**src/rtl/palette_lookup.sv**
```systemverilog
// palette_lookup: issues palette port B reads, substitutes backdrop for transparent pixels, applies 4-bit fade.
// Latency 2 cycles (input N -> rgb/timing at N+2); no backpressure, one pixel accepted every clock.
module palette_lookup #(
  parameter int NUM_CHANNELS = 3,
  parameter int ADDR_WIDTH   = 10
) (
  input  logic                      clk,
  input  logic                      _reset,
  input  logic                      pixel_valid,
  input  logic [ADDR_WIDTH-1:0]     pixel_index,
  input  logic                      pixel_transparent,
  input  logic                      blank_in,
  input  logic                      h_sync_in,
  input  logic                      v_sync_in,
  input  logic [8*NUM_CHANNELS-1:0] backdrop_color,
  input  logic [3:0]                fade_level,
  output logic                      pal_rd,
  output logic [ADDR_WIDTH-1:0]     pal_addr,
  input  logic [8*NUM_CHANNELS-1:0] pal_data,
  output logic [8*NUM_CHANNELS-1:0] rgb_out,
  output logic                      rgb_valid,
  output logic                      blank_out,
  output logic                      h_sync_out,
  output logic                      v_sync_out
);

  localparam int DW = 8 * NUM_CHANNELS;

  typedef struct packed {
    logic valid;
    logic transparent;
    logic blank;
    logic h_sync;
    logic v_sync;
  } ctl_t;

  ctl_t          s1_ctl;
  logic [DW-1:0] s1_backdrop;
  logic [3:0]    s1_fade;

  logic [DW-1:0] src_color;
  logic [DW-1:0] faded;
  logic [4:0]    factor;
  logic          show;

  // Transparent or blanked pixels never touch the palette.
  assign pal_addr = pixel_index;
  assign pal_rd   = pixel_valid & ~pixel_transparent & ~blank_in;

  always_ff @(posedge clk or negedge _reset) begin
    if (!_reset) begin
      s1_ctl      <= '0;
      s1_backdrop <= '0;
      s1_fade     <= '0;
    end else begin
      s1_ctl      <= '{valid:       pixel_valid,
                       transparent: pixel_transparent,
                       blank:       blank_in,
                       h_sync:      h_sync_in,
                       v_sync:      v_sync_in};
      s1_backdrop <= backdrop_color;
      s1_fade     <= fade_level;
    end
  end

  // pal_data lines up with the stage-1 copy of the pixel that requested it.
  assign src_color = s1_ctl.transparent ? s1_backdrop : pal_data;
  assign factor    = 5'd16 - {1'b0, s1_fade};
  assign show      = s1_ctl.valid & ~s1_ctl.blank;

  for (genvar i = 0; i < NUM_CHANNELS; i++) begin : g_ch
    logic [12:0] prod;
    assign prod = {5'd0, src_color[8*i +: 8]} * {8'd0, factor};
    assign faded[8*i +: 8] = 8'(prod >> 4);
  end

  always_ff @(posedge clk or negedge _reset) begin
    if (!_reset) begin
      rgb_out    <= '0;
      rgb_valid  <= 1'b0;
      blank_out  <= 1'b0;
      h_sync_out <= 1'b0;
      v_sync_out <= 1'b0;
    end else begin
      rgb_out    <= show ? faded : '0;
      rgb_valid  <= show;
      blank_out  <= s1_ctl.blank;
      h_sync_out <= s1_ctl.h_sync;
      v_sync_out <= s1_ctl.v_sync;
    end
  end

endmodule
```
**config.mk**
```make
export PLATFORM = sky130hd
export DESIGN_NAME = palette_lookup
export DESIGN_NICKNAME = d
export VERILOG_FILES = /design/src/rtl/palette_lookup.sv
export SDC_FILE = /design/constraint.sdc
export NUM_CORES = 1
export LEC_CHECK = 0
export ABC_AREA = 0
export BUFFER_PORTS_ARGS = -buffer_cell sky130_fd_sc_hd__buf_2
export CORE_ASPECT_RATIO = 1.25
export CORE_UTILIZATION = 34
export DETAILED_ROUTE_END_ITERATION = 16
export GPL_TIMING_DRIVEN = 0
export MAX_ROUTING_LAYER = met4
export PLACE_DENSITY = 0.61
export SLEW_MARGIN = 25
export SYNTH_ARGS = -nofsm -noshare
export SYNTH_HDL_FRONTEND = slang
export SYNTH_SLANG_ARGS = --single-unit
```
**constraint.sdc**
```tcl
create_clock -name clk -period 4.85 [get_ports clk]
set_clock_uncertainty 0.05 [all_clocks]
set_input_delay 0.7275 -clock clk [delete_from_list [all_inputs] [get_ports clk]]
set_output_delay 0.7275 -clock clk [all_outputs]
set_load 0.02 [all_outputs]
```
[Yosys cells after proc, flatten, opt, wreduce, memory -nomap -nowiden]
Cells that the tools add are included.
Storage, ports and cells
  register bits after elaboration: 61
  bits of input ports: 69
  logic and storage cells: 24
  output and inout bits: 39
Operators by class
  bitwise operators: 6
  mux-type cells: 2
  add/subtract/negate cells: 1
  multipliers: 3
Operators by type and width (count)
  24-bit two-way mux: 2
  8-bit by 5-bit multiplier with 12-bit output: 3
  5-bit by 4-bit subtractor with 5-bit output (first input constant): 1
  1-bit bitwise AND: 3
  1-bit inverter: 3

[Longest topological paths before layout]
  depth in word-level cells: 3
  gate-level depth with buffers: 18
  gate-level depth less buffers: 16

[Worst setup path before layout]
Ideal clock, no wire load.
  path type: register to register
  start: reg s1_fade[0]
  end: reg rgb_out[23]
  required time: 4722 ps
  library setup time: 78 ps
  stages on the path, launching flop included: 18
  buffers on the path: 2
  clock period less this slack: 4672 ps
  slack: 178 ps
  data arrival time: 4544 ps
  cells stage by stage: dfrtp_1 buf_2 inv_1 ha_1 or3b_2 clkbuf_1 nor2_1 fa_1 fa_1 inv_1 fa_1 inv_1 ha_1 and3_1 a221oi_1 a21oi_1 or3_1 a21oi_1
On the way
  longest elaborated chain between the ends: 3
RTL lines
  start, declared: RTL line 39  | logic [3:0] s1_fade;
  start signal, assigned: RTL line 62  | s1_fade <= fade_level;
  5-bit by 4-bit subtractor with 5-bit output: RTL line 68  | assign factor = 5'd16 - {1'b0, s1_fade};
  8-bit by 5-bit multiplier with 12-bit output: RTL line 73  | assign prod = {5'd0, src_color[8*i +: 8]} * {8'd0, factor};
  24-bit two-way mux: RTL line 85  | rgb_out <= show ? faded : '0;
  end signal, assigned: RTL line 85
  end, declared: RTL line 20  | output logic [8*NUM_CHANNELS-1:0] rgb_out,
Every way passes these cells.

[Worst setup path in the final report]
Ends and elaborated chain as after synthesis.

==> flow_metrics.tcl <==
set metrics [dict create \
    status "completed" \
    grt_pass1_vias 4511 \
    clkSinkCount 61 \
    relSlewSlack 0.495 \
    period_minus_slack_ps 4690 \
    synth_top_area_frac 0.280 \
    numCtsBuffers 9 \
    antenna_found_initial 0 \
    via_per_inst 4.84 \
    io_pins 108 \
    synth.distinct_cells 51 \
    fin_crit_sh 0.967 \
    ys_seq_area_frac 0.280 \
    critPathArrivalTime_ps 4890 \
    nets 850 \
    avgSynthCellArea_um2 9.74 \
    power_per_cell_area_nw_per_um2 335 \
    grt_max_degree 62 \
    clk_latency_ps 340 \
    drv_slew 0 \
    synth-edff-count 0 \
    cts_tree "built" \
    drv_cap 0 \
    area_growth_pct 24.8 \
    cts_max_path_buffers 2 \
    final_common_cell "buf_2" \
    gp_congestion 0.895 \
    wl_met3_um 710 \
    grt.total_usage 0.185 \
    worst_pin_slew_ps 758 \
    synthCells 560 \
    cts_root_buffer "clkbuf_16" \
    drc 0 \
    wl_mm 13.9 \
    start_kind "flip-flop" \
    seq_area_um2 1530 \
    synth_fp_nets 732 \
    wl_met2_mm 7.27 \
    core_um2 15600 \
    worst_hold_startpoint "s1_ctl[0]" \
    multi_input_area_um2 3650 \
    crit_required_ps 5060 \
    drt-initial-drc-count 215 \
    num_antenna_cells 0 \
    top_layer "met4" \
    final_cell_mix "buf_2, inv_1, dfrtp_1, ha_1, nor2_1" \
    crit_start "s1_fade[0]" \
    irDropWorstVdd_mv 0.139 \
    ys_seq_elements 61 \
    num_vias 4331 \
    hp-class "flip-flop to flip-flop" \
    grt_pass1_wl_mm 22.3 \
    place_area_um2 6210 \
    hold_viol 0 \
    leakage_nw 3.50 \
    dp_hpwl_mm 10.7 \
    overflow 0 \
    h-tree-depth 3 \
    critPathCaptureType "flip-flop" \
    drt-wirelength-per-cell_um 15.6 \
    initial_core_util 0.349 \
    synth_area_leaders "dfrtp_1, fa_1, ha_1" \
    postLayoutCellArea_um2 6810 \
    rr_startpoint "s1_fade[0]" \
    syn_area_um2 5450 \
    die_w_um 115 \
    die_area_um2 16600 \
    clkTransAtPathRegs_ps 60 \
    drive_above_1_share 0.277 \
    hold_slack_ps 303 \
    synth_top_area_cell "dfrtp_1" \
    fin_tns_setup_ps 0 \
    synth_warnings 0 \
    crit_type "flip-flop to flip-flop" \
    drt_first_pass_iters 4 \
    fmax_mhz 213 \
    async_reset_ff_frac 1.00 \
    fillCellCount 1512 \
    final_util 0.435 \
    r2r_slack_ps 160 \
    fp.dieH_um 144 \
    postRouteAntennaNets 0 \
    crit_fanout 10 \
    synthFlopType "dfrtp_1" \
    port_buffers 97 \
    rows 51 \
    setup_violations 0 \
    wl_met1_mm 5.62 \
]
==> critical path: stages, from the launching register on <==
cell,delay [ps]
dfrtp_1,380
buf_4,200
nor3_4,260
xor2_4,150
buf_4,210
or2_2,320
fa_1,510
inv_1,50
fa_1,470
inv_1,50
fa_1,470
inv_1,40
ha_2,300
and3_1,190
a221oi_2,350
a21oi_2,110
or3_1,350
a21oi_1,160
==> power by group <==
group	total [mW]	leakage, nW	internal [mW]	switching (mW)
Sequential	0.584	0.756	0.565	0.0191
Clock	0.649	0.150	0.400	0.250
Combinational	1.05	2.59	0.432	0.615
==> synth_stat cells, types with 11 or more instances <==
master / count
a21oi_1: 18
buf_4: 11
clkbuf_1: 11
dfrtp_1: 61
fa_1: 48
ha_1: 55
inv_1: 84
mux2_2: 11
mux2i_1: 17
nand2_1: 34
nand2b_1: 16
nor2_1: 49
nor2b_1: 17
nor3_1: 19
==> per-stage QoR <==
stage,setup slack [ps],std cells,total power [mW]
after floorplan,178,560,1.33
after global placement,-589,869,1.55
after detailed placement,-627,869,1.58
after CTS,36.0,883,2.26
after global routing,-32.9,895,2.47
final,161,895,2.28
==> sequential cells by signal (all words and copies together), names as in the netlist <==
register and flops:
rgb_valid 1, s1_backdrop 24, s1_ctl 5, h_sync_out 1
rgb_out 24, s1_fade 4, blank_out 1, v_sync_out 1
==> final timing paths <==
| path | end | depth (start not counted) |
|---|---|---|
| worst max-delay path | rgb_out[23] | 17 |
| worst min-delay path | v_sync_out | 0 |
| worst max register to register | rgb_out[23] | 17 |
| worst min register to register | v_sync_out | 0 |
| max in group asynchronous | s1_fade[2] | 1 |
| min in group asynchronous | rgb_out[16] | 1 |
==> per-layer routing <==
layer / vias up / track usage
met2: 124 / 0.317
met4: 0 / 0.0793
met1: 2118 / 0.212
li1: 2065 / -
met3: 24 / 0.0304
met5: - / -
==> final cells by class <==
cell class / instances / area share
repair buffers: 108 / 0.0838
inverters: 84 / 0.0467
clock inverters: 7 / 0.0110
plain buffers: 24 / 0.0261
clock buffers: 9 / 0.0331
well taps: 212 / 0.0390
flip-flops and latches: 61 / 0.224
multi-input cells: 390 / 0.536
==> what timing repair did <==
item                       in CTS  in global routing
setup endpoints to repair      21                 16
gates resized for setup        25                 28
hold buffers                    0                  0
buffers inserted                0                 11
pin swaps                       0                  4
gates cloned                    0                  1
==> cells by family (layout without fill, tap and decap cells) <==
family          count (synthesis)  count (layout)  synth area share
buf+inv                       110             232            0.0842
fa+ha+maj                     103             103             0.302
flops                          61              61             0.280
simple gates                  184             185             0.171
mux                            30              30            0.0590
xor+xnor                       11              11            0.0227
compound gates                 61              61            0.0808
(Power assumes the default switching activity.)
